`src/rtl/uart_fifo_pkg.sv`:
```
// Shared constants for the UART FIFO: trigger-level encodings, error-tag bit
// positions and the trigger threshold helper.
package uart_fifo_pkg;

   localparam logic [1:0] TRIG_1  = 2'd0;
   localparam logic [1:0] TRIG_Q  = 2'd1;
   localparam logic [1:0] TRIG_H  = 2'd2;
   localparam logic [1:0] TRIG_NF = 2'd3;

   localparam int ERR_W_DEF = 3;
   localparam int ERR_PAR   = 0;
   localparam int ERR_FRM   = 1;
   localparam int ERR_BRK   = 2;

   function automatic int trig_level(input logic [1:0] sel, input int depth);
      case (sel)
         TRIG_1:  return 1;
         TRIG_Q:  return depth / 4;
         TRIG_H:  return depth / 2;
         default: return depth - 2;
      endcase
   endfunction

endpackage

```
`src/rtl/uart_fifo_ram.sv`:
```
// Storage array for the UART FIFO: synchronous write port, asynchronous read
// port so the head entry falls straight through to the output.
module uart_fifo_ram #(
   parameter int DEPTH = 16,
   parameter int DW    = 8
) (
   input  logic                     clk,
   input  logic                     we,
   input  logic [$clog2(DEPTH)-1:0] waddr,
   input  logic [DW-1:0]            wdata,
   input  logic [$clog2(DEPTH)-1:0] raddr,
   output logic [DW-1:0]            rdata
);

   logic [DW-1:0] mem [DEPTH];

   always_ff @(posedge clk) begin
      if (we)
         mem[waddr] <= wdata;
   end

   assign rdata = mem[raddr];

endmodule

```
`src/rtl/uart_fifo_ext.sv`:
```
// FWFT synchronous FIFO for the UART datapath with trigger level, sticky
// overrun and optional per-entry error tags (enabled by UART_FIFO_ERR_TAG_EN).
module uart_fifo_ext
   import uart_fifo_pkg::*;
#(
   parameter int DEPTH = 16,
   parameter int WIDTH = 8,
   parameter int ERR_W = ERR_W_DEF
) (
   input  logic                     clk,
   input  logic                     rst,
   input  logic                     flush,
   input  logic                     wr_en,
   input  logic [WIDTH-1:0]         wr_data,
   input  logic [ERR_W-1:0]         wr_err,
   input  logic                     rd_en,
   output logic [WIDTH-1:0]         rd_data,
   output logic [ERR_W-1:0]         rd_err,
   output logic                     full,
   output logic                     empty,
   output logic [$clog2(DEPTH):0]   count,
   input  logic [1:0]               trig_sel,
   output logic                     trig_hit,
   output logic                     overrun,
   input  logic                     overrun_clr,
   output logic                     err_in_fifo
);

   localparam int AW = $clog2(DEPTH);
   localparam int CW = AW + 1;
`ifdef UART_FIFO_ERR_TAG_EN
   localparam int RW = WIDTH + ERR_W;
`else
   localparam int RW = WIDTH;
`endif

   logic [CW-1:0] wptr;
   logic [CW-1:0] rptr;
   logic          push_ok;
   logic          pop_ok;
   logic [RW-1:0] ram_wdata;
   logic [RW-1:0] ram_rdata;

   assign count   = wptr - rptr;
   assign empty   = (wptr == rptr);
   assign full    = (wptr[AW-1:0] == rptr[AW-1:0]) && (wptr[AW] != rptr[AW]);
   assign pop_ok  = rd_en && !empty;
   assign push_ok = wr_en && (!full || pop_ok);

   assign trig_hit = (count >= CW'(trig_level(trig_sel, DEPTH)));

   always_ff @(posedge clk) begin
      if (rst || flush) begin
         wptr <= '0;
         rptr <= '0;
      end else begin
         if (push_ok)
            wptr <= wptr + 1'b1;
         if (pop_ok)
            rptr <= rptr + 1'b1;
      end
   end

   // Drop-while-full sets the flag ahead of a same-cycle clear; flush writes never count.
   always_ff @(posedge clk) begin
      if (rst)
         overrun <= 1'b0;
      else if (wr_en && full && !rd_en && !flush)
         overrun <= 1'b1;
      else if (overrun_clr)
         overrun <= 1'b0;
   end

`ifdef UART_FIFO_ERR_TAG_EN
   logic [CW-1:0]    errcnt;
   logic [ERR_W-1:0] head_err;
   logic             err_push;
   logic             err_pop;

   assign ram_wdata = {wr_err, wr_data};
   assign head_err  = ram_rdata[RW-1:WIDTH];
   assign err_push  = push_ok && (|wr_err);
   assign err_pop   = pop_ok && (|head_err);

   always_ff @(posedge clk) begin
      if (rst || flush)
         errcnt <= '0;
      else if (err_push && !err_pop)
         errcnt <= errcnt + 1'b1;
      else if (err_pop && !err_push)
         errcnt <= errcnt - 1'b1;
   end

   assign rd_err      = empty ? '0 : head_err;
   assign err_in_fifo = (errcnt != '0);
`else
   logic unused_wr_err;

   assign unused_wr_err = ^wr_err;
   assign ram_wdata     = wr_data;
   assign rd_err        = '0;
   assign err_in_fifo   = 1'b0;
`endif

   assign rd_data = empty ? '0 : ram_rdata[WIDTH-1:0];

   uart_fifo_ram #(
      .DEPTH (DEPTH),
      .DW    (RW)
   ) u_ram (
      .clk   (clk),
      .we    (push_ok && !rst && !flush),
      .waddr (wptr[AW-1:0]),
      .wdata (ram_wdata),
      .raddr (rptr[AW-1:0]),
      .rdata (ram_rdata)
   );

endmodule

```
`config.mk`:
```
export PLATFORM = sky130hd
export DESIGN_NAME = uart_fifo_ext
export DESIGN_NICKNAME = d
export VERILOG_FILES = /design/src/rtl/uart_fifo_pkg.sv /design/src/rtl/uart_fifo_ram.sv /design/src/rtl/uart_fifo_ext.sv
export SDC_FILE = /design/constraint.sdc
export NUM_CORES = 1
export LEC_CHECK = 0
export CAP_MARGIN = 0
export CORE_AREA = 2 2 155 119
export CTS_CLUSTER_SIZE = 8
export DETAILED_ROUTE_END_ITERATION = 8
export DIE_AREA = 0 0 157 121
export GPL_TIMING_DRIVEN = 0
export HOLD_SLACK_MARGIN = 0.08
export PLACE_DENSITY = 0.53
export SYNTH_ARGS = -nofsm -noshare
export SYNTH_HDL_FRONTEND = slang
export SYNTH_SLANG_ARGS = --single-unit
```
`constraint.sdc`:
```
create_clock -name clk -period 2.18 [get_ports clk]
set_input_delay 0.327 -clock clk [delete_from_list [all_inputs] [get_ports clk]]
set_output_delay 0.327 -clock clk [all_outputs]
set_load 0.03 [all_outputs]
```
Word-level counts from Yosys, hierarchy flattened
Memories as Yosys holds them, arrays and structs flattened. A register that Yosys moved wholly into a read port is not among the register bits.
Cells that the tools add are included.
Cells by class
  $add $sub $neg: 3
  magnitude comparators: 1
  eq/ne operators: 5
  muxes and demuxes: 8
  reductions and logical operators: 17
Operators by type and width (number)
  4-bit one-hot mux with 3 select lines: 1
  5-bit by 1-bit adder with 5-bit output (second input constant): 2
  1-bit logical AND: 8
  4-bit 2-to-1 mux: 2
  8-bit 2-to-1 mux: 1
  5-bit == test: 1
  5-bit >= comparator: 1
  1-bit zero test: 5
  5-bit subtractor: 1
  4-bit == test: 1
  1-bit 2-to-1 mux: 4
  2-bit by 1-bit == test with 1-bit output (second input constant): 1
  2-bit == test (second input constant): 1
  2-bit zero test: 1
  1-bit logical OR: 2
  2-bit nonzero test: 1
  1-bit != test: 1
Word-level totals
  flip-flop bits (word level): 11
  memory bits (writable): 128
  bits of input ports: 19
  output and inout port bits: 21
  word-level logic and storage cells: 38
  memories kept: 1
Memories
  u_ram.mem: words 16, width 8, rd ports 1, clocked after memory_dff 1, write ports 1, RTL line uart_fifo_ram.sv:15  | logic [DW-1:0] mem [DEPTH];

Logic depth before layout (Yosys ltp)
  depth in word-level cells: 9
  mapped depth: 9
  depth with buffers taken out: 9

By module
Synthesis repeated with hierarchy kept, for this count alone.
Second synthesis, totals
  cells, all modules: 328
  area, all modules: 5864.4 µm²
Modules (own cells, without submodules)
  uart_fifo_ram: times used 1, cells an instance 221, area an instance 4987.3 µm², seq. area each 3843.7 µm²
  uart_fifo_ext: times used 1, cells an instance 107, area an instance 877.1 µm², seq. area each 220.2 µm²

Worst setup path after synthesis
No wires, ideal clock.
  path type: flip-flop to output port
  start: register wptr[0]
  end: output port trig_hit
  arrival time: 2.540 ns
  data required time: 1.853 ns
  path slack: -0.687 ns
  cell stages (with the launch flop): 8
  buffers on the path: 0
  path through: dfxtp_1 -> inv_1 -> ha_1 -> fa_1 -> xnor2_1 -> ha_1 -> o21ai_0 -> o221ai_1
On the way
  cells in the longest elaborated chain, start to end: 2
Ends and longest elaborated chain
  start: declaration: RTL line uart_fifo_ext.sv:37  | logic [CW-1:0] wptr;
  start signal: assignment: RTL line uart_fifo_ext.sv:58  | wptr <= wptr + 1'b1;
  5-bit subtractor: RTL line uart_fifo_ext.sv:44  | assign count = wptr - rptr;
  named net count[2]: RTL line uart_fifo_ext.sv:21  | output logic [$clog2(DEPTH):0] count,
  5-bit >= comparator: RTL line uart_fifo_ext.sv:50  | assign trig_hit = (count >= CW'(trig_level(trig_sel, DEPTH)));
  end: declaration: RTL line uart_fifo_ext.sv:23  | output logic trig_hit,
The timed path passes the listed nets, and every way through them passes these cells.

Final worst setup path
  start: register wptr[0]
  end: output port trig_hit
On the way
  cells in the longest elaborated chain, start to end: 2
Ends and longest elaborated chain (RTL line)
  5-bit subtractor: uart_fifo_ext.sv:44
  5-bit >= comparator: uart_fifo_ext.sv:50
Every way passes these cells.

==> results_dict.tcl <==
set metrics [dict create \
    status "finished, violations left" \
    violations "setup timing" \
    grt_overflow 0 \
    fin_crit_sh_pct 124.6 \
    ant_nets 0 \
    wire_per_inst_um 19.41 \
    max_slew_margin_pct 57.92 \
    yosysWarningCount 0 \
    grtUsageTotal_pct 14.91 \
    min_period_ps 2716 \
    fmax_ghz 0.3682 \
    coreArea_um2 17390 \
    reg2reg_slack_ps 130 \
    crit_type "reg -> out" \
    leakagePower_nw 2.713 \
    finalNetCount 460 \
    root_buffer "clkbuf_16" \
    start_util_pct 34.44 \
    syn_area_um2 5991 \
    boundaryPins 40 \
    syn2layout_area_growth_pct 38.41 \
    cp.arrival_ps 2390 \
    numCtsBuffers 17 \
    min_path_type "reg -> reg" \
    hold_viol 0 \
    path_cells "inv_4, ha_4, fa_2, clkinvlp_4, ha_4, a211oi_4, o221ai_4, buf_6" \
    firstDrtPassIters 4 \
    max-cap-violations 0 \
    rr_endpoint "u_ram.mem[14][6]$_DFFE_PP_" \
    grt_max_degree 17 \
    rows 42 \
    yosys-top-cells-count "edfxtp_1 (128), mux4_2 (32), nor2_1 (29)" \
    drt_iter0_drc 283 \
    ys_seq_elements 143 \
    r2r_cells 8 \
    power_density_nw_per_um2 755.7 \
    postPlaceCellArea_um2 6760 \
    peakVddDrop_uv 439.1 \
    holdPathEnd "overrun$_SDFFE_PP0P_" \
    synth_area_leaders "edfxtp_1 (64%), mux4_2 (12%), dfxtp_1 (5.0%)" \
    worst_slack_ps -535.7 \
    finalSetupViolCount 11 \
    first_global_vias 3313 \
    synthDistinctLibCells 43 \
    cpMostUsedCell "ha_4" \
    synthFlopType "edfxtp_1" \
    routed_via_density 4.770 \
    drive_above_1_share_pct 47.50 \
    clock_tree.buffer_depth 2 \
    cts_tree "yes" \
    required_ps 1850 \
    die_y_um 121 \
    p_sw_mw 1.282 \
    htreeDepth 4 \
    hold_depth 2 \
    yosys.area.top_type "edfxtp_1" \
    clkLatencyLatePin_ps 420 \
    critPathLaunchType "flop" \
    vias 3253 \
    clkPwrFrac_pct 46.6 \
    path_max_fanout 2 \
    die_area_um2 19000 \
    cts.sinks 143 \
    grt_pass1_wl_mm 19.97 \
    max_stage_delay_ps 590 \
    rr_startpoint "rptr[2]$_SDFFE_PP0N_" \
    utilization_pct 47.67 \
    swShare_pct 20.47 \
    hp-start "overrun$_SDFFE_PP0P_" \
    synth-edff-count 128 \
    io_buffers 32 \
    rsz0062_at_grt "true" \
    routed_wl_mm 13.24 \
    avgSynthCellArea_um2 17.88 \
    ys_async_sr_fraction_pct 0 \
    combPwrFrac_pct 5.7 \
    drc 0 \
    dp_hpwl_mm 8.869 \
    fin_worst_skew_ps 11.07 \
    p_int_mw 4.984 \
    antenna_found_initial 0 \
    tightest_slew_ps 629.3 \
    synth_top_area_share_pct 64.16 \
    gp_congestion 0.7197 \
    seqPwrFrac_pct 47.8 \
    fin_area_um2 8292 \
    die_w_um 157 \
    syn_inst 335 \
    diodes 0 \
    postCtsHoldBufs 0 \
    end_kind "output port" \
    yosysSeqAreaShare_pct 69.17 \
    drv_slew 0 \
    synth.most_common_cell "edfxtp_1" \
    clkSlewWorstSetupHoldPaths_ps 60 \
    slowest_stage "fa_2" \
]
[metrics by stage]
stage	setup TNS, ps	instances	setup slack [ps]	power (mW)	hold WS (ps)
2_1_floorplan	-165.5	338	-165.5	3.215	396.1
3_3_place_gp	-66760	612	-672.5	3.342	465.7
3_5_place_dp	-67920	612	-689.1	3.348	466.2
4_1_cts	-3802	666	-571.8	6.292	475.9
5_1_grt	-4256	682	-622.1	6.444	487.1
6_report	-3354	682	-535.7	6.266	474.0
[power by group through the flow]
stage / clock (mW) / sequential [mW] / combinational, mW
global route: 3.07 / 2.99 / 0.381
finish: 2.92 / 2.99 / 0.355
global placement: 0 / 3.05 / 0.288
detailed placement: 0 / 3.05 / 0.294
CTS: 2.95 / 3.00 / 0.343
floorplan: 0 / 3.05 / 0.162
[cell usage in the layout, fill, tap and decap left out, types with 4 or more instances in the layout]
| cell | n |
|---|---|
| ha_1 | 9 |
| mux4_2 | 32 |
| dfxtp_2 | 5 |
| a211oi_2 | 14 |
| nor2_1 | 11 |
| clkbuf_16 | 20 |
| nor2_4 | 18 |
| inv_1 | 10 |
| buf_4 | 29 |
| buf_12 | 18 |
| buf_2 | 4 |
| clkdlybuf4s50_1 | 17 |
| conb_1 | 4 |
| clkinvlp_4 | 5 |
| nand2_1 | 4 |
| edfxtp_1 | 128 |
| dfxtp_1 | 8 |
| mux2i_1 | 5 |
| nor2b_4 | 6 |
| a21oi_1 | 4 |
| ha_4 | 4 |
| buf_6 | 17 |
[state kept, by name (all words and copies together) (netlist names), named ones only]
register,count
u_ram.mem,128
rptr,5
overrun,1
wptr,5
[how the worst max path moves through the flow]
stage                    end  cells after the start  slack [ps]                 start
detailed placement  trig_hit                      9        -690  rptr[1]$_SDFFE_PP0N_
CTS                 trig_hit                      8        -570  wptr[0]$_SDFFE_PP0P_
floorplan           trig_hit                      7        -170  wptr[0]$_SDFFE_PP0P_
finish              trig_hit                      8        -540  wptr[0]$_SDFFE_PP0P_
global placement    trig_hit                      9        -670  rptr[1]$_SDFFE_PP0N_
global route        trig_hit                      9        -620  rptr[1]$_SDFFE_PP0N_
[kinds of logic (layout without fill, tap and decap cells)]
family | Yosys count | count (layout) | share of synthesized area (%)
multiplexers | 41 | 41 | 13.53
adder cells (fa/ha/maj) | 14 | 14 | 3.049
AO/OA/AOI/OAI | 36 | 36 | 4.449
buffers and inverters | 31 | 133 | 3.049
AND/OR/NAND/NOR | 60 | 60 | 5.117
flip-flops | 143 | 143 | 69.17
XOR/XNOR | 9 | 9 | 1.567
other | 1 | 4 | 0.06260
[per-layer routing]
metal	global-route usage [%]	up-vias	routed length (µm)	share of wire [%]
met5	0	-	0	0
met4	4.644	0	106	0.80
met3	3.607	11	736	5.6
met2	21.57	58	6017	45
met1	22.17	1686	6376	48
li1	-	1498	-	-
[layout make-up]
| cell class | count | area (µm²) |
|---|---|---|
| fill | 1448 | 9102 |
| sequential | 143 | 4158 |
| multi-input combinational | 164 | 2158 |
| timing repair buffer | 70 | 794.5 |
| clock buffer | 25 | 539.3 |
| tap | 242 | 302.8 |
| buffer | 19 | 214.0 |
| clock inverter | 7 | 73.82 |
| inverter | 12 | 51.30 |
[worst max-delay path, delay by kind of cell (launching register included)]
family,cells,cell delay [ps]
adder cells (fa/ha/maj),3,960
flip-flops,1,360
AO/OA/AOI/OAI,2,360
buffers and inverters,3,300
[what timing repair did]
item                                    4_1_cts  5_1_grt
buffers inserted                             21       17
cloned                                        1        0
pin swaps                                    25       18
gates resized for setup                     186       31
endpoints found under the hold margin         0        0
endpoints found under the setup margin      143      107
Note: power is estimated with default switching activity, not from simulation.
